===== src/rtl/sample_frame_collector_if.sv =====
// ------------------------------------------------------------------------
//  sample_frame_collector_if
//  Groups the ADC input, frame read port and status signals of the collector.
//  Rev 1.0
// ------------------------------------------------------------------------
`default_nettype none

interface sample_frame_collector_if #(
  parameter int DATA_W    = 12,
  parameter int FRAME_LEN = 16
);
  localparam int ADDR_W = $clog2(FRAME_LEN);

  logic              i_sample_clk;
  logic [DATA_W-1:0] i_adc_data;
  logic [ADDR_W-1:0] i_rd_addr;
  logic              i_frame_ack;
  logic [DATA_W-1:0] o_rd_data;
  logic              o_frame_valid;
  logic              o_overflow;
  logic [7:0]        o_drop_cnt;

  modport slave (
    input  i_sample_clk, i_adc_data, i_rd_addr, i_frame_ack,
    output o_rd_data, o_frame_valid, o_overflow, o_drop_cnt
  );

  modport master (
    output i_sample_clk, i_adc_data, i_rd_addr, i_frame_ack,
    input  o_rd_data, o_frame_valid, o_overflow, o_drop_cnt
  );
endinterface

`default_nettype wire


===== src/rtl/sample_frame_collector.sv =====
// ------------------------------------------------------------------------
//  sample_frame_collector
//  Ping/pong frame buffer: fills one bank from ADC ticks, presents the other.
//  Rev 1.0
// ------------------------------------------------------------------------
`default_nettype none

module sample_frame_collector #(
  parameter int DATA_W    = 12,
  parameter int FRAME_LEN = 16
) (
  input  wire                      i_clk,
  input  wire                      i_rst,
  sample_frame_collector_if.slave  bus
);
  localparam int ADDR_W = $clog2(FRAME_LEN);
  localparam logic [ADDR_W-1:0] LAST_IDX = ADDR_W'(FRAME_LEN - 1);

  logic [DATA_W-1:0] bank_q [0:1][0:FRAME_LEN-1];

  logic              s_q;
  logic [ADDR_W-1:0] wr_idx_q,   wr_idx_d;
  logic              wr_sel_q,   wr_sel_d;
  logic              valid_q,    valid_d;
  logic              overflow_q, overflow_d;
  logic [7:0]        drop_cnt_q, drop_cnt_d;
  logic [DATA_W-1:0] rd_data_q,  rd_data_d;

  logic tick;
  logic frame_done;
  logic read_free;

  assign tick       = bus.i_sample_clk & ~s_q;
  assign frame_done = tick && (wr_idx_q == LAST_IDX);
  // The read bank can take the new frame if idle or released this very cycle.
  assign read_free  = ~valid_q | bus.i_frame_ack;

  always_comb begin
    wr_idx_d   = wr_idx_q;
    wr_sel_d   = wr_sel_q;
    valid_d    = valid_q;
    overflow_d = 1'b0;
    drop_cnt_d = drop_cnt_q;
    rd_data_d  = bank_q[~wr_sel_q][bus.i_rd_addr];

    // Index wraps to 0 on completion, so a dropped frame refills from the start.
    if (tick) begin
      wr_idx_d = ADDR_W'(wr_idx_q + 1'b1);
    end

    if (frame_done) begin
      if (read_free) begin
        wr_sel_d = ~wr_sel_q;
        valid_d  = 1'b1;
      end else begin
        overflow_d = 1'b1;
        if (drop_cnt_q != 8'hFF) begin
          drop_cnt_d = drop_cnt_q + 8'd1;
        end
      end
    end else if (bus.i_frame_ack && valid_q) begin
      valid_d = 1'b0;
    end
  end

  always_ff @(posedge i_clk or posedge i_rst) begin
    if (i_rst) begin
      s_q        <= 1'b0;
      wr_idx_q   <= '0;
      wr_sel_q   <= 1'b0;
      valid_q    <= 1'b0;
      overflow_q <= 1'b0;
      drop_cnt_q <= 8'd0;
      rd_data_q  <= '0;
    end else begin
      s_q        <= bus.i_sample_clk;
      wr_idx_q   <= wr_idx_d;
      wr_sel_q   <= wr_sel_d;
      valid_q    <= valid_d;
      overflow_q <= overflow_d;
      drop_cnt_q <= drop_cnt_d;
      rd_data_q  <= rd_data_d;
    end
  end

  // Sample storage carries no reset; only the write bank is ever written.
  always_ff @(posedge i_clk) begin
    if (tick) begin
      bank_q[wr_sel_q][wr_idx_q] <= bus.i_adc_data;
    end
  end

  assign bus.o_rd_data     = rd_data_q;
  assign bus.o_frame_valid = valid_q;
  assign bus.o_overflow    = overflow_q;
  assign bus.o_drop_cnt    = drop_cnt_q;

endmodule

`default_nettype wire


===== src/flat_wrapper.sv =====
// flat-port wrapper written by rule: the top's interface ports become plain ports
module sample_frame_collector_flat 
#(
  parameter int DATA_W    = 12,
  parameter int FRAME_LEN = 16
)
  (i_clk, i_rst, bus_i_sample_clk, bus_i_adc_data, bus_i_rd_addr, bus_i_frame_ack, bus_o_rd_data, bus_o_frame_valid, bus_o_overflow, bus_o_drop_cnt);
  sample_frame_collector_if #(.DATA_W(DATA_W), .FRAME_LEN(FRAME_LEN)) bus_i ();
  input  wire i_clk;
  input  wire i_rst;
  input wire logic [$bits(bus_i.i_sample_clk)-1:0] bus_i_sample_clk;
  input wire logic [$bits(bus_i.i_adc_data)-1:0] bus_i_adc_data;
  input wire logic [$bits(bus_i.i_rd_addr)-1:0] bus_i_rd_addr;
  input wire logic [$bits(bus_i.i_frame_ack)-1:0] bus_i_frame_ack;
  output wire logic [$bits(bus_i.o_rd_data)-1:0] bus_o_rd_data;
  output wire logic [$bits(bus_i.o_frame_valid)-1:0] bus_o_frame_valid;
  output wire logic [$bits(bus_i.o_overflow)-1:0] bus_o_overflow;
  output wire logic [$bits(bus_i.o_drop_cnt)-1:0] bus_o_drop_cnt;
  assign bus_i.i_sample_clk = bus_i_sample_clk;
  assign bus_i.i_adc_data = bus_i_adc_data;
  assign bus_i.i_rd_addr = bus_i_rd_addr;
  assign bus_i.i_frame_ack = bus_i_frame_ack;
  assign bus_o_rd_data = bus_i.o_rd_data;
  assign bus_o_frame_valid = bus_i.o_frame_valid;
  assign bus_o_overflow = bus_i.o_overflow;
  assign bus_o_drop_cnt = bus_i.o_drop_cnt;
  sample_frame_collector #(.DATA_W(DATA_W), .FRAME_LEN(FRAME_LEN)) u_core (.i_clk(i_clk), .i_rst(i_rst), .bus(bus_i));
endmodule

===== config.mk =====
export PLATFORM = sky130hd
export DESIGN_NAME = sample_frame_collector_flat
export DESIGN_NICKNAME = d
export VERILOG_FILES = /design/src/rtl/sample_frame_collector_if.sv /design/src/rtl/sample_frame_collector.sv /design/src/flat_wrapper.sv
export SDC_FILE = /design/constraint.sdc
export NUM_CORES = 1
export LEC_CHECK = 0
export ABC_AREA = 1
export CAP_MARGIN = 10
export CORE_MARGIN = 2
export CORE_UTILIZATION = 58
export CTS_CLUSTER_SIZE = 10
export DETAILED_ROUTE_END_ITERATION = 16
export PLACE_DENSITY = 0.75
export SYNTH_ARGS = -nofsm -noshare
export SYNTH_HDL_FRONTEND = slang
export SYNTH_SLANG_ARGS = --single-unit

===== constraint.sdc =====
create_clock -name i_clk -period 7.81 [get_ports i_clk]
set_clock_uncertainty 0.1 [all_clocks]
set_input_delay 1.562 -clock i_clk [delete_from_list [all_inputs] [get_ports i_clk]]
set_output_delay 1.562 -clock i_clk [all_outputs]
set_load 0.01 [all_outputs]

==> summary.md, run 1 <==
| Metric | Value |
|---|---|
| Yosys cell types | 23 |
| Routed WL per cell | approximately 21 µm |
| PnR worst setup slack | around 3800 ps |
| First-pass GRT wire length | 61900 µm |
| Vias | roughly 11000 |
| Pre-antenna DRT Iters | 6 |
| Initial antenna violation count | 0 |
| Met1 usage | 0.381 |
| Syn Area/Cell | between 10 and 15 µm² |
| Static Leakage | 6.99 nW |
| Post-CTS setup repair buffer count | 0 |
| Async S/R FF share, synth | 0.0680 |
| DP Wirelength | 22100 µm |
| Switching fraction of total power | 0.293 |
| Syn. warnings | 0 |
| ANT cells | 0 |
| DRT Wirelength | approximately 40000 µm |
| Total gr overflow | 0 |
| Critical path class | in2reg |
| Area of the multi-input gates | 4110 µm² |
| Hold-fix buffers at CTS | 0 |
| Worst Path Max Fanout | 52 |
| Vias/cell | just under 6 |
| Busiest metal layer after global routing | met2 |
| Initial drt markers | 1560 |
| Min cycle time layout | approximately 4000 ps |
| IO Port Bufs | 41 |
| Core area | 28600 µm² |
| Gr usage total | 0.268 |
| IO Pins | 42 |
| Setup TNS | 0 ps |
| Initial Utilization | 0.587 |
| Post-DRT Antenna Nets | 0 |
| Met3 GRT Util | 0.0507 |
| Total clock buffers created by CTS | 47 |
| NetSw | between 1.5 and 2 mW |
| Pint | about 4 mW |
| Number of synthesized flops with an enable pin | approximately 380 |
| Syn Inst Count | around 1400 |
| Num rows | 62 |
| Unrepaired setup endpoints after global routing | no |
| Post-CTS sizing | 0 |
| Comb power frac | 0.189 |
| Clock transition at path regs | 50 ps |
| Status | finished clean |
| Die Y | between 150 and 200 µm |
| Min-delay worst type | reg2reg |
| CP endpoint kind | flop |
| Nets | roughly 1500 |
| Final worst-path cycle share | 0.515 |
| Slew headroom | 0.173 |
| CTS H-Tree Depth | 2 |
| Syn Nets | between 1000 and 1500 |
| CTS Root Buffer Type | clkbuf_16 |
| Worst-Margin Slew | 1230 ps |
| Maximum buffer depth of the clock tree | 3 |
| PD cells | about 300 nW/µm² |
| Vias in the first global route | 10700 |
| Max-slew violations | 0 |
| Final Cell Area | between 15000 and 20000 µm² |
| Flop and latch count out of synthesis | 412 |
| Clk pwr share | 0.349 |
| Fin Hold WS | around 440 ps |
| R2R Setup Slk | between 4000 and 5000 ps |
| DIE AREA | 30300 µm² |
| Seq pwr share | 0.462 |
| Fraction of layout cells with a size suffix above 1 | 0.0777 |
| Placed Area | 17500 µm² |
| GRT met2 Usage | 0.424 |
| Fillers | a little over 2000 |
| Clk sinks | 412 |
| Fmax | ~250 MHz |
| CTS tree | yes |
| Largest net degree at the start of global routing | 91 |
| Final count of negative-setup-slack endpoints | 0 |
| Fin. Hold Viols | 0 |
| Die Wd | about 170 µm |
| Worst setup SP type | input pin |
| Sequential area share after synthesis | 0.728 |
| Arrival time at the worst endpoint | between 4000 and 5000 ps |
| Routability cong. | 0.828 |
| Worst skew pair latency | 540 ps |
| Post-Syn Area | about 17000 µm² |
| Worst slack at placement | between 3000 and 4000 ps |
| Ys flop type | edfxtp_1 |
| Register Area | between 10000 and 15000 µm² |
| Max Cap Viol | 0 |
| WP data required | ~8200 ps |
| DRC | 0 |
| P&R area growth vs syn | 12.8% |
| Peak VDD IR | between 0.15 and 0.2 mV |
==> final timing paths <==
kind                                                       from  cells after the start                                    to
max in group asynchronous                                 i_rst                      3    u_core.bus.o_rd_data[11]$_DFF_PP0_
min in group asynchronous                                 i_rst                      2  u_core.bus.o_drop_cnt[4]$_DFFE_PP0P_
max                                            bus_i_rd_addr[0]                     10     u_core.bus.o_rd_data[9]$_DFF_PP0_
min                        u_core.bus.o_drop_cnt[1]$_DFFE_PP0P_                      2  u_core.bus.o_drop_cnt[1]$_DFFE_PP0P_
max reg2reg                         u_core.wr_sel_q$_DFFE_PP0P_                      3       u_core.bank_q[1][143]$_DFFE_PP_
min reg2reg                u_core.bus.o_drop_cnt[1]$_DFFE_PP0P_                      2  u_core.bus.o_drop_cnt[1]$_DFFE_PP0P_
==> layer usage <==
layer  routed length [µm]  vias up  part of all wire
met5                    0        -                 0
met4                 1060        0             0.026
met3                 4060       84              0.10
met2                19400      617              0.48
met1                15700     5349              0.39
li1                     -     5069                 -
==> critical path, cell delays in order <==
cell and delay, ps:
buf_4 480, clkinv_2 850, buf_4 590, nand3_1 170
nand3_1 100, nand2_1 110, nand2_1 90, nand2_1 180
nand2_1 80, nand2_1 110
==> kinds of logic after synthesis <==
logic type	Yosys count	share of synthesized area
flops	412	0.728
simple gates	902	0.227
compound gates	4	0.00119
xor+xnor	11	0.00573
fa+ha+maj	5	0.00372
buf+inv	103	0.0340
==> cells in the final DEF, fill, tap and decap left out, types with 6 or more instances in the layout <==
cell | Yosys | routed
inv_1 | 17 | 16
dfrtp_1 | 28 | 27
nor3_2 | 0 | 21
buf_4 | 9 | 30
edfxtp_1 | 384 | 384
nand2_1 | 566 | 566
xnor2_1 | 6 | 6
clkbuf_1 | 9 | 27
nor2_1 | 9 | 9
clkdlybuf4s50_1 | 0 | 39
nor3_1 | 27 | 6
clkbuf_16 | 0 | 49
nand3_1 | 293 | 293
==> metrics by stage <==
stage	utilization	instances	power, mW
final	0.662	1889	5.57
after global routing	0.662	1889	5.80
after CTS	0.660	1883	5.58
after detailed placement	0.613	1806	3.65
after global placement	0.612	1805	3.63
after floorplan	-	1437	3.36
==> power groups by stage <==
stage	Sequential [mW]	Clock [mW]	Combinational, mW
final	2.58	1.94	1.05
after global routing	2.58	2.05	1.17
after CTS	2.58	1.96	1.04
after detailed placement	2.62	0	1.03
after global placement	2.62	0	1.01
after floorplan	2.58	0	0.776
==> area by class of cell <==
cell class | count | share of cell area
multi-input combinational | 922 | 0.217
inverter | 18 | 0.00390
tap | 384 | 0.0254
clock inverter | 1 | 0.000462
clock buffer | 76 | 0.0701
timing repair buffer | 76 | 0.0372
sequential | 412 | 0.646
==> synth_stat cells, types with 2 or more instances <==
| cell type | number | area share |
|---|---|---|
| o21ai_1 | 2 | 0.00060 |
| nand2_1 | 566 | 0.13 |
| ha_1 | 5 | 0.0037 |
| nor3_1 | 27 | 0.0080 |
| buf_4 | 9 | 0.0040 |
| nor4_1 | 2 | 0.00074 |
| nand3_1 | 293 | 0.087 |
| clkbuf_1 | 9 | 0.0020 |
| dfrtp_1 | 28 | 0.042 |
| o21ai_0 | 2 | 0.00060 |
| xnor2_1 | 6 | 0.0031 |
| buf_2 | 48 | 0.014 |
| buf_6 | 12 | 0.0080 |
| buf_1 | 7 | 0.0016 |
| nor2_4 | 2 | 0.0013 |
| edfxtp_1 | 384 | 0.69 |
| xor2_1 | 5 | 0.0026 |
| nor2_1 | 9 | 0.0020 |
| inv_1 | 17 | 0.0038 |
==> registers in the layout, summed over array words and instances, names as in the netlist <==
signal and count:
u_core.bank_q 384, u_core.bus.o_drop_cnt 8, u_core.bus.o_frame_valid 1, u_core.bus.o_overflow 1, u_core.bus.o_rd_data 12, u_core.s_q 1
u_core.wr_idx_q 4, u_core.wr_sel_q 1
No activity file was read; power rests on OpenSTA's default activity.
==> inputs of run 2 (changes only) <==
==> constraint.sdc (replaced) <==
create_clock -name i_clk -period 3.8 [get_ports i_clk]
set_clock_uncertainty 0.1 [all_clocks]
set_input_delay 0.76 -clock i_clk [delete_from_list [all_inputs] [get_ports i_clk]]
set_output_delay 0.76 -clock i_clk [all_outputs]
set_load 0.01 [all_outputs]
==> summary.md, run 2 (synthesis results as in run 1) <==
| Metric | Value |
|---|---|
| Status | finished clean |
| Initial drt markers | approximately 1600 |
| CTS tree | yes |
| Area of the multi-input gates | slightly above 4000 µm² |
| R2R depth | 9 |
| Core area | around 29000 µm² |
| Arrival time at the worst endpoint | 2720 ps |
| Met1 wire length | ~16000 µm |
| Worst setup SP type | input pin |
| Die Y | around 170 µm |
| DRC | 0 |
| IO Port Bufs | roughly 40 |
| CTS Root Buffer Type | clkbuf_16 |
| P&R area growth vs syn | 13.6% |
| CTS H-Tree Depth | 2 |
| Total clock buffers created by CTS | 47 |
| Commonest cells after routing, fill and taps aside | nand2_1, edfxtp_1, nand3_1 |
| Register Area | between 10000 and 15000 µm² |
| Worst Path Max Fanout | 10 |
| Post-DRT Antenna Nets | 0 |
| Min-delay worst type | reg2reg |
| Crit path to | u_core.bank_q[1][71]$_DFFE_PP_ |
| Critical path class | in2reg |
| CP max stage cell | nor3_1 |
| Worst-Margin Slew | between 1000 and 1500 ps |
| Clk sinks | 412 |
| First-pass GRT wire length | a little over 60000 µm |
| Clock transition at path regs | about 50 ps |
| Delay-heaviest family, CP | simple AND/OR/NAND/NOR gates |
| Fraction of layout cells with a size suffix above 1 | 0.0893 |
| Routability cong. | approximately 0.82 |
| Routed WL per cell | 21.2 µm |
| Min cycle time layout | between 2000 and 3000 ps |
| Fin. Hold Viols | 0 |
| Max Cap Viol | 0 |
| WP data required | around 4000 ps |
| Met2 routed WL | slightly below 20000 µm |
| Largest net degree at the start of global routing | between 200 and 250 |
| PD cells | 602 nW/µm² |
| Setup TNS | 0 ps |
| Final count of negative-setup-slack endpoints | 0 |
| Worst skew pair latency | about 540 ps |
| ANT cells | 0 |
| Met3 WL | just under 4000 µm |
| Pre-antenna DRT Iters | 5 |
| Num rows | 62 |
| DP Wirelength | between 20000 and 25000 µm |
| Post-CTS setup repair buffer count | 0 |
| Worst-path cell chain | clkdlybuf4s50_1 -> inv_1 -> nor2_4 -> nand2_1 -> nor3_1 -> buf_4 |
| Final worst-path cycle share | 0.680 |
| Gr usage total | 0.272 |
| Commonest non-fill, non-tap cell in the layout | nand2_1 |
| PnR worst setup slack | between 1000 and 1500 ps |
| Total gr overflow | 0 |
| Unrepaired setup endpoints after global routing | no |
| Worst setup path startpoint | bus_i_sample_clk |
| DIE AREA | around 30000 µm² |
| RR Startpoint | u_core.wr_sel_q$_DFFE_PP0P_ |
| Peak VDD IR | about 0.42 mV |
| Slew headroom | 0.257 |
| R2R Setup Slk | about 1400 ps |
| Max Used Layer | met4 |
| Max-slew violations | 0 |
| IO Pins | 42 |
| Post-CTS sizing | 0 |
| Vias | around 11000 |
| Static Leakage | between 7 and 8 nW |
| RR Endpoint | u_core.bus.o_rd_data[10]$_DFF_PP0_ |
| Initial Utilization | 0.587 |
| Largest Register | u_core.bank_q |
| CP Depth | 6 |
| Nets | around 1500 |
| CP endpoint kind | flop |
| Fmax | roughly 390 MHz |
| Hold-fix buffers at CTS | 0 |
| DRT Wirelength | slightly above 40000 µm |
| Max reg flops | around 380 |
| Maximum buffer depth of the clock tree | 3 |
| Die Wd | about 170 µm |
| CP Buf/Inv Count | 3 |
| Worst slack at placement | 694 ps |
| Max incr delay on CP | 600 ps |
| Initial antenna violation count | 0 |
| Fillers | between 2000 and 2500 |
| Vias in the first global route | ~11000 |
| Vias/cell | just under 6 |
[run 2: cell count changes in the layout (fill, tap and decap cells not counted)]
cell | before | now
clkbuf_1 | 27 | 37
buf_16 | 1 | 0
buf_6 | 5 | 0
clkinvlp_4 | 0 | 1
buf_4 | 30 | 55
buf_12 | 0 | 2
clkbuf_16 | 49 | 47
[run 2: layout make-up]
cell class                 instances  share of cell area
inverter                          18             0.00387
timing repair buffer              97              0.0445
clock buffer                      84              0.0689
multi-input combinational        922               0.216
sequential                       412               0.641
clock inverter                     2            0.000852
tap                              384              0.0252
[run 2: power breakdown]
group | switching, mW | internal, mW | leakage (nW) | total [mW]
logic | 1.70 | 0.623 | 2.65 | 2.32
clock network | 1.63 | 2.32 | 0.628 | 3.95
registers | 0.0761 | 5.15 | 3.81 | 5.22
[run 2: worst reg2reg max path, cell delays in order, from the launching register on]
cell     delay, ps
dfrtp_4        450
buf_12         590
nand2_1        370
nand3_1        160
nand3_1        190
nand2_1        140
nand2_1         90
nand2_1        130
nand2_1         60
nand2_1         80
[run 2: worst min path at each step]
stage | from | endpoint | slack [ps] | cells past startpoint
floorplan | u_core.wr_idx_q[0]$_DFFE_PP0P_ | u_core.wr_idx_q[0]$_DFFE_PP0P_ | 410 | 1
global placement | u_core.bus.o_drop_cnt[0]$_DFFE_PP0P_ | u_core.bus.o_drop_cnt[0]$_DFFE_PP0P_ | 410 | 1
finish | u_core.bus.o_drop_cnt[1]$_DFFE_PP0P_ | u_core.bus.o_drop_cnt[1]$_DFFE_PP0P_ | 450 | 2
detailed placement | u_core.bus.o_drop_cnt[1]$_DFFE_PP0P_ | u_core.bus.o_drop_cnt[1]$_DFFE_PP0P_ | 420 | 2
CTS | u_core.bus.o_drop_cnt[1]$_DFFE_PP0P_ | u_core.bus.o_drop_cnt[1]$_DFFE_PP0P_ | 460 | 2
global route | u_core.bus.o_drop_cnt[4]$_DFFE_PP0P_ | u_core.bus.o_drop_cnt[4]$_DFFE_PP0P_ | 480 | 2
[run 2: per-stage QoR]
step           total power, mW  hold slack (ps)  utilization  std cells  instance area [µm²]
6_report                  11.5              455        0.667       1919                19100
3_3_place_gp              7.54              415        0.620       1833                17800
3_5_place_dp              7.59              422        0.620       1833                17800
5_1_grt                   12.0              480        0.667       1919                19100
4_1_cts                   11.5              460        0.667       1919                19100
2_1_floorplan             6.90              412            -       1437                16800
[run 2: per-layer routing]
metal,vias to the layer above,GRT usage
met4,0,0.109
met2,636,0.426
li1,5111,-
met3,113,0.0418
met5,-,0
met1,5317,0.388
==> inputs of run 3 (changes only) <==
--- a/config.mk
+++ b/config.mk
@@ -8,10 +8,10 @@
 export ABC_AREA = 1
 export CAP_MARGIN = 10
 export CORE_MARGIN = 2
-export CORE_UTILIZATION = 58
+export CORE_UTILIZATION = 56
 export CTS_CLUSTER_SIZE = 10
 export DETAILED_ROUTE_END_ITERATION = 16
-export PLACE_DENSITY = 0.75
+export PLACE_DENSITY = 0.76
 export SYNTH_ARGS = -nofsm -noshare
 export SYNTH_HDL_FRONTEND = slang
 export SYNTH_SLANG_ARGS = --single-unit
==> constraint.sdc (replaced) <==
create_clock -name i_clk -period 2.2 [get_ports i_clk]
set_clock_uncertainty 0.1 [all_clocks]
set_input_delay 0.44 -clock i_clk [delete_from_list [all_inputs] [get_ports i_clk]]
set_output_delay 0.44 -clock i_clk [all_outputs]
set_load 0.01 [all_outputs]
==> summary.md, run 3 (synthesis results as in run 1) <==
| Metric | Value |
|---|---|
| Area of the multi-input gates | 4130 µm² |
| Routed WL per cell | 21.1 µm |
| Post-DRT Antenna Nets | 0 |
| P&R area growth vs syn | 16.2% |
| CTS H-Tree Depth | 2 |
| CP endpoint kind | flop |
| Status | finished clean |
| Fraction of layout cells with a size suffix above 1 | 0.110 |
| IO Pins | 42 |
| Crit path top cell by count | nand2_1 |
| Peak VDD IR | 0.521 mV |
| Worst setup SP type | flop |
| Fin. Hold Viols | 0 |
| Die Wd | roughly 180 µm |
| Clk pwr share | 0.336 |
| Fmax | ~480 MHz |
| Die Y | 177 µm |
| WP data required | 2550 ps |
| Fin cells | 1933 |
| Routability cong. | between 0.9 and 1 |
| Final worst-path cycle share | 0.948 |
| Largest net degree at the start of global routing | 108 |
| Vias in the first global route | 10700 |
| Slew headroom | 0.524 |
| Static Leakage | approximately 7.3 nW |
| CP Buf/Inv Count | 2 |
| Worst-path cell chain | inv_6 -> buf_12 -> nand2_1 -> nand3_1 -> nand3_1 -> nand2_1 -> nand2_1 -> nand2_1 -> nand2_1 -> nand2_1 |
| Max incr delay on CP | around 540 ps |
| PnR worst setup slack | between 100 and 150 ps |
| Worst-Margin Slew | 713 ps |
| Delay-heaviest family, CP | simple AND/OR/NAND/NOR gates |
| Initial antenna violation count | 0 |
| Switching fraction of total power | 0.294 |
| R2R Setup Slk | ~110 ps |
| DIE AREA | about 31000 µm² |
| Seq pwr share | 0.450 |
| Nets | 1549 |
| Pre-antenna DRT Iters | 6 |
| Worst setup path startpoint | u_core.wr_sel_q$_DFFE_PP0P_ |
| Vias/cell | 5.80 |
| Worst slack at placement | -153 ps |
| DP Wirelength | 24300 µm |
| Maximum buffer depth of the clock tree | 3 |
| Total clock buffers created by CTS | between 40 and 50 |
| Worst skew pair latency | 530 ps |
| Initial Utilization | 0.568 |
| First-pass GRT wire length | between 60000 and 70000 µm |
| CP max stage cell | dfrtp_4 |
| PD cells | a little over 1000 nW/µm² |
| Arrival time at the worst endpoint | 2440 ps |
| Total gr overflow | 0 |
| Max-slew violations | 0 |
| CTS tree | yes |
| Clk sinks | ~410 |
| Max Cap Viol | 0 |
| Critical path class | reg2reg |
| Fin Hold WS | between 200 and 250 ps |
| Pint | roughly 14 mW |
| Crit path to | u_core.bus.o_rd_data[8]$_DFF_PP0_ |
| CTS Root Buffer Type | clkbuf_16 |
| Post-CTS sizing | 0 |
| Clock transition at path regs | 60 ps |
| Max reg flops | around 380 |
| Largest Register | u_core.bank_q |
| Unrepaired setup endpoints after global routing | no |
| Commonest non-fill, non-tap cell in the layout | nand2_1 |
| R2R depth | 10 |
| Min-delay worst type | in2async |
| Gr usage total | 0.265 |
| Hold-fix buffers at CTS | 0 |
| ANT cells | 0 |
| Commonest cells after routing, fill and taps aside | nand2_1, edfxtp_1, nand3_1 |
| Final count of negative-setup-slack endpoints | 0 |
| Min cycle time layout | 2090 ps |
| Fillers | between 2000 and 2500 |
| RR Endpoint | u_core.bus.o_rd_data[8]$_DFF_PP0_ |
| Core area | between 20000 and 30000 µm² |
| Vias | 11200 |
| Comb power frac | 0.214 |
| Num rows | between 60 and 70 |
| Register Area | roughly 12000 µm² |
| IO Port Bufs | slightly above 40 |
| Worst Path Max Fanout | 32 |
| NetSw | approximately 5.9 mW |
| Initial drt markers | roughly 1500 |
| DRT Wirelength | between 40000 and 50000 µm |
| DRC | 0 |
| Post-CTS setup repair buffer count | 0 |
| CP Depth | 10 |
| Dpl cells | ~1900 |
| RR Startpoint | u_core.wr_sel_q$_DFFE_PP0P_ |
-- run 3: area by class of cell --
class	instances	share of cell area
clock buffer	66	0.0661
clock inverter	2	0.000641
inverter	18	0.00378
multi-input combinational	922	0.212
sequential	412	0.627
tap	390	0.0250
timing repair buffer	123	0.0663
-- run 3: per-layer routing --
metal / up-vias / track usage / routed length (µm)
met5: - / 0 / 0
met4: 0 / 0.101 / 1510
met3: 114 / 0.0430 / 3620
met2: 649 / 0.423 / 19200
met1: 5314 / 0.371 / 16500
li1: 5142 / - / -
-- run 3: power groups by stage --
stage / sequential, mW / combinational [mW] / clock, mW
finish: 9.04 / 4.30 / 6.75
global route: 9.06 / 4.71 / 7.14
CTS: 9.04 / 4.28 / 6.83
detailed placement: 9.19 / 4.24 / 0
global placement: 9.19 / 4.16 / 0
floorplan: 9.15 / 2.81 / 0
-- run 3: how the worst min path moves through the flow --
stage / start / endpoint / slack, ps / depth (start not counted)
2_1_floorplan: bus_i_sample_clk / u_core.s_q$_DFF_PP0_ / 370 / 0
3_3_place_gp: u_core.bus.o_drop_cnt[0]$_DFFE_PP0P_ / u_core.bus.o_drop_cnt[0]$_DFFE_PP0P_ / 430 / 1
3_5_place_dp: u_core.bus.o_drop_cnt[1]$_DFFE_PP0P_ / u_core.bus.o_drop_cnt[1]$_DFFE_PP0P_ / 420 / 2
4_1_cts: i_rst / u_core.bus.o_frame_valid$_DFFE_PP0P_ / 240 / 3
5_1_grt: i_rst / u_core.bus.o_overflow$_DFF_PP0_ / 250 / 3
6_report: i_rst / u_core.s_q$_DFF_PP0_ / 220 / 3
-- run 3: per-stage QoR --
| step | utilization | total power, mW | cell area, µm² | TNS, ps |
|---|---|---|---|---|
| after floorplan | - | 12.0 | 16900 | -24320 |
| after global placement | 0.617 | 13.4 | 18200 | -16490 |
| after detailed placement | 0.617 | 13.4 | 18200 | -30860 |
| after CTS | 0.661 | 20.1 | 19500 | 0 |
| after global routing | 0.661 | 20.9 | 19500 | 0 |
| final | 0.661 | 20.1 | 19500 | 0 |
-- run 3: worst register-to-register path, stage by stage, from the launching register on --
cell and delay (ps):
dfrtp_4 540, inv_6 290, buf_12 260, nand2_1 80
nand3_1 90, nand3_1 150, nand2_1 150, nand2_1 90
nand2_1 90, nand2_1 60, nand2_1 120
